`src/rtl/pipe_ctrl_stage.sv`:
```
// ID/EX control register for the 5-stage RISC-V pipeline: opcode decode, bubble
// insertion on stall/flush, and a halt-drain FSM that stops fetch before asserting halted.
module pipe_ctrl_stage #(
  parameter bit          ENABLE_M     = 1'b0,
  parameter int unsigned DRAIN_CYCLES = 3,
  parameter logic [6:0]  HALT_OPCODE  = 7'b1111111
) (
  input  logic       clk,
  input  logic       reset,
  input  logic [6:0] opcode,
  input  logic [6:0] funct7,
  input  logic       id_valid,
  input  logic       stall,
  input  logic       flush,
  output logic       ex_valid,
  output logic       ex_ALU_src,
  output logic [1:0] ex_wb_data_src,
  output logic       ex_reg_write,
  output logic       ex_mem_read,
  output logic       ex_mem_write,
  output logic [1:0] ex_ALU_op,
  output logic [1:0] ex_ctrl_transfer,
  output logic       fetch_enable,
  output logic       halted
);

  localparam logic [6:0] OPC_LOAD   = 7'b0000011;
  localparam logic [6:0] OPC_STORE  = 7'b0100011;
  localparam logic [6:0] OPC_OP     = 7'b0110011;
  localparam logic [6:0] OPC_OP_IMM = 7'b0010011;
  localparam logic [6:0] OPC_LUI    = 7'b0110111;
  localparam logic [6:0] OPC_BRANCH = 7'b1100011;
  localparam logic [6:0] OPC_JAL    = 7'b1101111;
  localparam logic [6:0] OPC_JALR   = 7'b1100111;

  typedef enum logic [1:0] {RUN, DRAIN, HALTED} state_t;

  state_t     state, state_next;
  logic [3:0] drain_cnt, drain_cnt_next;

  logic       dec_ALU_src;
  logic [1:0] dec_wb_data_src;
  logic       dec_reg_write;
  logic       dec_mem_read;
  logic       dec_mem_write;
  logic [1:0] dec_ALU_op;
  logic [1:0] dec_ctrl_transfer;

  logic is_halt, accept, launch;

  // ---- ID stage: combinational decode ----
  always_comb begin
    dec_ALU_src       = 1'b0;
    dec_wb_data_src   = 2'b00;
    dec_reg_write     = 1'b0;
    dec_mem_read      = 1'b0;
    dec_mem_write     = 1'b0;
    dec_ALU_op        = 2'b00;
    dec_ctrl_transfer = 2'b00;
    case (opcode)
      OPC_LOAD: begin
        dec_ALU_src     = 1'b1;
        dec_wb_data_src = 2'b01;
        dec_reg_write   = 1'b1;
        dec_mem_read    = 1'b1;
      end
      OPC_STORE: begin
        dec_ALU_src   = 1'b1;
        dec_mem_write = 1'b1;
      end
      OPC_OP: begin
        dec_reg_write = 1'b1;
        dec_ALU_op    = (ENABLE_M && funct7 == 7'b0000001) ? 2'b11 : 2'b10;
      end
      OPC_OP_IMM: begin
        dec_ALU_src   = 1'b1;
        dec_reg_write = 1'b1;
        dec_ALU_op    = 2'b10;
      end
      OPC_LUI: begin
        dec_ALU_src   = 1'b1;
        dec_reg_write = 1'b1;
      end
      OPC_BRANCH: begin
        dec_ALU_op        = 2'b01;
        dec_ctrl_transfer = 2'b01;
      end
      OPC_JAL: begin
        dec_wb_data_src   = 2'b10;
        dec_reg_write     = 1'b1;
        dec_ctrl_transfer = 2'b10;
      end
      OPC_JALR: begin
        dec_ALU_src       = 1'b1;
        dec_wb_data_src   = 2'b10;
        dec_reg_write     = 1'b1;
        dec_ctrl_transfer = 2'b11;
      end
      default: ;
    endcase
  end

  assign is_halt = (opcode == HALT_OPCODE);
  assign accept  = id_valid & ~stall & ~flush;
  assign launch  = accept & (state == RUN) & ~is_halt;

  // Halt drain: flush aborts back to RUN ahead of any decrement.
  always_comb begin
    state_next     = state;
    drain_cnt_next = drain_cnt;
    case (state)
      RUN: begin
        if (accept && is_halt) begin
          state_next     = DRAIN;
          drain_cnt_next = 4'(DRAIN_CYCLES);
        end
      end
      DRAIN: begin
        if (flush) begin
          state_next     = RUN;
          drain_cnt_next = 4'd0;
        end else begin
          drain_cnt_next = drain_cnt - 4'd1;
          if (drain_cnt == 4'd1) state_next = HALTED;
        end
      end
      HALTED: state_next = HALTED;
      default: begin
        state_next     = RUN;
        drain_cnt_next = 4'd0;
      end
    endcase
  end

  always_ff @(posedge clk) begin
    if (reset) begin
      state     <= RUN;
      drain_cnt <= 4'd0;
    end else begin
      state     <= state_next;
      drain_cnt <= drain_cnt_next;
    end
  end

  // ---- ID/EX boundary: control register, bubble unless launching ----
  always_ff @(posedge clk) begin
    if (reset) begin
      ex_valid         <= 1'b0;
      ex_ALU_src       <= 1'b0;
      ex_wb_data_src   <= 2'b00;
      ex_reg_write     <= 1'b0;
      ex_mem_read      <= 1'b0;
      ex_mem_write     <= 1'b0;
      ex_ALU_op        <= 2'b00;
      ex_ctrl_transfer <= 2'b00;
      fetch_enable     <= 1'b1;
      halted           <= 1'b0;
    end else begin
      ex_valid         <= launch;
      ex_ALU_src       <= launch & dec_ALU_src;
      ex_wb_data_src   <= launch ? dec_wb_data_src : 2'b00;
      ex_reg_write     <= launch & dec_reg_write;
      ex_mem_read      <= launch & dec_mem_read;
      ex_mem_write     <= launch & dec_mem_write;
      ex_ALU_op        <= launch ? dec_ALU_op : 2'b00;
      ex_ctrl_transfer <= launch ? dec_ctrl_transfer : 2'b00;
      fetch_enable     <= (state == RUN);
      halted           <= halted | (state == HALTED);
    end
  end

endmodule

```
`config.mk`:
```
export PLATFORM = sky130hd
export DESIGN_NAME = pipe_ctrl_stage
export DESIGN_NICKNAME = d
export VERILOG_FILES = /design/src/rtl/pipe_ctrl_stage.sv
export SDC_FILE = /design/constraint.sdc
export NUM_CORES = 1
export LEC_CHECK = 0
export CAP_MARGIN = 10
export CELL_PAD_IN_SITES_DETAIL_PLACEMENT = 2
export CELL_PAD_IN_SITES_GLOBAL_PLACEMENT = 2
export CORE_ASPECT_RATIO = 0.6
export CORE_UTILIZATION = 21
export DETAILED_ROUTE_END_ITERATION = 6
export PLACE_DENSITY = 0.67
export SLEW_MARGIN = 20
export SYNTH_ARGS = -nofsm -noshare
export SYNTH_HDL_FRONTEND = slang
export SYNTH_SLANG_ARGS = --single-unit
export TNS_END_PERCENT = 10
```
`constraint.sdc`:
```
create_clock -name clk -period 1.35 [get_ports clk]
set_clock_uncertainty 0.1 [all_clocks]
set_input_delay 0.135 -clock clk [delete_from_list [all_inputs] [get_ports clk]]
set_output_delay 0.135 -clock clk [all_outputs]
set_load 0.02 [all_outputs]
```
# After elaboration in Yosys (flattened, before gate mapping)
# Cells that the tools add are included.
dict set report op_classes {
  n_addsub 1
  multipliers 0
  div 0
  magnitude_cmp 0
  n_eq_ne 14
  n_shift 0
  mux 14
  bitwise 14
  n_reduce_logical 9
}
# operator count
set op_table {}
lappend op_table {{7-bit == test, second input constant} 4}
lappend op_table {{7-bit by 6-bit == test with 1-bit output, second input constant} 3}
lappend op_table {{2-bit one-hot mux with 3 select lines} 2}
lappend op_table {{4-bit one-hot mux with 3 select lines} 1}
lappend op_table {{1-bit AND} 8}
lappend op_table {{4-bit two-way mux} 2}
lappend op_table {{2-bit one-hot mux with 2 select lines} 2}
lappend op_table {{7-bit by 2-bit == test with 1-bit output, second input constant} 1}
lappend op_table {{7-bit by 5-bit == test with 1-bit output, second input constant} 1}
lappend op_table {{2-bit two-way mux} 3}
lappend op_table {{2-bit OR reduction} 3}
lappend op_table {{6-bit OR reduction} 1}
lappend op_table {{1-bit inverter} 5}
lappend op_table {{5-bit OR reduction} 1}
lappend op_table {{4-bit by 1-bit == test with 1-bit output, second input constant} 1}
lappend op_table {{1-bit two-way mux} 4}
lappend op_table {{2-bit AND reduction} 2}
lappend op_table {{4-bit by 1-bit subtractor with 4-bit output, second input constant} 1}
lappend op_table {{3-bit != test, second input constant} 1}
lappend op_table {{2-bit by 1-bit == test with 1-bit output, second input constant} 1}
lappend op_table {{2-bit == test, second input constant} 1}
lappend op_table {{2-bit zero test} 1}
lappend op_table {{2-bit by 1-bit != test with 1-bit output, second input constant} 1}
lappend op_table {{1-bit logical AND} 1}
lappend op_table {{1-bit bitwise OR} 1}
dict set report word_totals {
  regBits 19
  latchBits 0
  mem_bits_rw 0
  romBits 0
  inputBits 19
  output_inout_bits 13
  wordCells 64
  n_memories 0
}

# Longest topological paths before layout
dict set report depth {
  depth_word 7
  ltp_mapped 5
  ltp_nobuf 5
}

# Worst setup path after synthesis
# Ideal clock, no wire load.
dict set report synth_path {
  kind {register to register}
  startpoint {register state[0]}
  endpoint {register state[0]}
  setup_time_ps 87
  arrival_ps 1185
  required_ps 1163
  slack_ps -22
  stages_incl_launch_ff 4
  path_buffers 0
  period_less_slack_ps 1372
  cell_sequence {dfxtp_1 -> nor3b_2 -> or3b_1 -> o31ai_1}
}
dict set report synth_between {
  elab_chain_cells 3
  word_cells_on_any_way 7
  cone_classes {4 x eq/ne; 1 x mux; 2 x reduce/logical}
}
# item line
set synth_rtl {}
lappend synth_rtl {{start, declared} 38} ;# state_t state, state_next;
lappend synth_rtl {{start signal, assigned} 140} ;# state <= state_next;
lappend synth_rtl {{2-bit by 1-bit == test with 1-bit output / 2-bit zero test (equally long branches)} 111} ;# case (state)
lappend synth_rtl {{3-bit != test (no source line) / 2-bit by 1-bit != test with 1-bit output (equally long branches)} -}
lappend synth_rtl {{2-bit AND reduction (no source line)} -}
# Several ways; a longest one is shown, not always the timed one.
# A chain may end at the register's enable or synchronous reset.

# Worst setup path after layout
dict set report layout_path {
  startpoint {register state[1]}
  endpoint {register ex_mem_write}
}
dict set report layout_between {
  elab_chain_cells 4
}
# item line
set layout_rtl {}
lappend layout_rtl {{2-bit zero test} 105} ;# assign launch = accept & (state == RUN) & ~is_halt;
lappend layout_rtl {{1-bit AND (2 in series)} 105}
lappend layout_rtl {{1-bit AND} 164} ;# ex_mem_write <= launch & dec_mem_write;
lappend layout_rtl {{end signal, assigned} 164}
lappend layout_rtl {{end, declared} 20} ;# output logic ex_mem_write,
# Every way passes these cells.

==> flow_metrics.tcl <==
set metrics [dict create \
    route.detailed.wl_per_inst_um 14.43 \
    tritoncts "done" \
    num_vias 741 \
    min_path_type "flop to flop" \
    setup_viol_count_final 10 \
    failing_checks "setup timing" \
    core_region_area_mm2 0.003403 \
    cell_count_after_synthesis 78 \
    required_time_of_the_critical_path_ps 1430 \
    grt_antenna_before_repair 0 \
    timing.final.crit_period_ps 1438 \
    power.density_mw_per_mm2 832.8 \
    report.final.slew_viol_count 0 \
    grt_pass1_vias 766 \
    async_reset_ff_frac 0 \
    synth.net_count 99 \
    drc 0 \
    crit_path_start_kind "flop" \
    yosysSeqAreaShare 0.4880 \
    report.final.hold_viol_count 0 \
    cts_bufs_inserted 3 \
    area_enclosed_by_the_die_boundary_mm2 0.003967 \
    number_of_non_filler_instances_in_the_completed_layout 166 \
    place_inst 158 \
    max_freq_mhz 695.3 \
    predominant_post_synthesis_flop_cell "dfxtp_1" \
    worst-path-max-fanout 5 \
    power_leakage_nw 0.5313 \
    synth_seq_cells 19 \
    intPower_mw 0.8293 \
    critPathSlowestCell "dfxtp_2" \
    clk-insertion-delay-late_ps 260 \
    setup.worst_path.end_class "flop" \
    num_antenna_cells 0 \
    last_weighted_congestion_value_of_the_routability_driven_placer 0.7398 \
    sequentialPowerShare 0.516 \
    setup_ws_ps -88.23 \
    fillerInstances 367 \
    r2r_setup_slack_ps -90 \
    place.port_buffers 24 \
    outcome "finished, violations left" \
    layout_worst_path_cycle_share 1.065 \
    grt_overflow 0 \
    dieHeight_um 49.19 \
    timing.slew.headroom 0.7534 \
    core.rowCount 16 \
    grt_max_degree 14 \
    clock_power_share 0.376 \
    cts.reportedPaths.clkPinSlew_ps 80 \
    power.share.switching 0.2377 \
    ctsLongestPathBuffers 2 \
    crit_path_cell_trace "nor4b_4 > buf_4 > nand4b_1 > buf_6 > nor4b_2" \
    ioPinCount 32 \
    share_comb_of_total_power 0.107 \
    maxCapViolations 0 \
    initialDrtViolationCount 46 \
    finish.net_count 143 \
    critical_path.max_stage_delay_ps 340 \
    worst-slew-pin-transition_ps 369.1 \
    vias_per_cell 4.464 \
    synth-edff-count 0 \
    synth_area_per_cell_um2 9.994 \
    detail-route-antenna-nets 0 \
    synthesis_to_layout_area_growth_pct 67.58 \
    grt_pass1_wl_mm 3.898 \
    setup.worst_path.class "flop to flop" \
    detail_route.wirelength_mm 2.395 \
    yosysUniqueCellTypes 31 \
    synthesis.yosys.warnings 0 \
    cp_data_arrival_time_ps 1510 \
    clockRootBuffer "clkbuf_8" \
    detailedRoute.firstPassIterationCount 3 \
    groute.usage.overall 0.1294 \
    grt_setup_unrepaired "true" \
    fp.dieW_um 80.66 \
    dp.final_hpwl_mm 1.772 \
    power.net_switching_mw 0.2586 \
    totalPowerFinal_mw 1.088 \
    initial_core_util 0.2290 \
    cts.sinks 19 \
    ctsHtreeMaxLevel 1 \
    synth_area_um2 779.5 \
    power.ir.vdd_worst_mv 0.3023 \
    final_layout_size_suffix_gt1_frac 0.3058 \
]
[metrics by stage]
| stage | instance area (um^2) | worst slack, ps | util | TNS [ps] | hold slack [ps] |
|---|---|---|---|---|---|
| after global routing | 1306 | -138.2 | 0.3838 | -1275 | 430.3 |
| after global placement | 1177 | -359.2 | 0.3460 | -4333 | 353.7 |
| after CTS | 1257 | -17.87 | 0.3695 | -55.88 | 323.9 |
| after floorplan | 785.8 | 9.055 | - | 0 | 184.4 |
| final | 1306 | -88.23 | 0.3838 | -373.5 | 369.6 |
| after detailed placement | 1177 | -458.9 | 0.3460 | -5115 | 367.4 |
[state kept, by name, summed over array words and instances (netlist names)]
signal	cells
ex_valid	1
halted	1
fetch_enable	1
drain_cnt	4
ex_wb_data_src	2
ex_reg_write	1
ex_ctrl_transfer	2
ex_mem_read	1
ex_ALU_src	1
ex_mem_write	1
ex_ALU_op	2
state	2
[cells in the mapped netlist, types with 2 or more instances]
master | n | share of area
a221oi_1 | 2 | 0.022
a311oi_1 | 2 | 0.022
nand2_1 | 6 | 0.029
a21oi_1 | 5 | 0.032
nor4_1 | 3 | 0.024
nand2b_1 | 3 | 0.024
nor3_1 | 4 | 0.026
dfxtp_1 | 19 | 0.49
buf_2 | 2 | 0.013
nor2_1 | 6 | 0.029
a31oi_1 | 2 | 0.016
nor3b_1 | 2 | 0.019
ha_1 | 2 | 0.032
clkbuf_1 | 2 | 0.0096
inv_1 | 2 | 0.0096
[metal layers]
metal / GRT usage / up-vias / part of all wire
met3: 0.04299 / 2 / 0.054
met5: 0 / - / 0
met1: 0.2005 / 344 / 0.53
met2: 0.1723 / 18 / 0.42
li1: - / 377 / -
met4: 0.01786 / 0 / 0.0017
[final timing paths]
check	startpoint	endpoint	depth (start not counted)
max reg2reg	state[1]	ex_mem_write	5
max	state[1]	ex_mem_write	5
min reg2reg	halted	halted	2
min	halted	halted	2
[cell type report]
cell class                 count  area, um^2  area share
inverter                       2       7.507    0.005747
tap                           45       56.30     0.04310
timing repair buffer          43       379.1      0.2902
clock buffer                   3       41.29     0.03161
clock inverter                 1       5.005    0.003831
sequential                    19       382.9      0.2931
multi-input combinational     53       434.2      0.3324
[power groups by stage]
stage	Clock, mW	Combinational, mW	Sequential, mW
after detailed placement	0	0.111	0.575
after floorplan	0	0.0378	0.576
after CTS	0.425	0.112	0.562
after global routing	0.444	0.128	0.562
after global placement	0	0.107	0.575
final	0.410	0.117	0.562
[cells by family (layout without fill, tap and decap cells)]
kind of cell,after synthesis,count (layout),share of synthesized area
adder cells (fa/ha/maj),2,2,0.03210
AO/OA/AOI/OAI,16,16,0.1445
AND/OR/NAND/NOR,34,34,0.2921
XOR/XNOR,1,1,0.01124
flip-flops,19,19,0.4880
buffers and inverters,6,49,0.03211
[worst max-delay path, delay by kind of cell (launching register included)]
family / cells / cell delay, ps
and+or+nand+nor: 3 / 570
buffers and inverters: 2 / 330
DFF: 1 / 340
[layout by cell type, fill, tap and decap left out, types with 2 or more instances in the layout]
| master | count |
|---|---|
| nor2_1 | 6 |
| buf_6 | 4 |
| nand2b_1 | 2 |
| dlygate4sd2_1 | 15 |
| nor4_2 | 2 |
| clkbuf_8 | 3 |
| dfxtp_2 | 2 |
| a311oi_1 | 2 |
| dfxtp_1 | 17 |
| buf_4 | 15 |
| clkdlybuf4s50_1 | 9 |
| ha_1 | 2 |
| nand2_1 | 5 |
| a21oi_1 | 5 |
| nor3_1 | 4 |
| nor3b_1 | 2 |
[repair_timing]
item / 4_1_cts / 5_1_grt
endpoints found under the setup margin: 25 / 14
cloned: 0 / 0
setup buffers: 1 / 3
hold buffers: 0 / 0
pin swaps: 5 / 4
resized for setup: 25 / 6
Note: power is estimated with default switching activity, not from simulation.
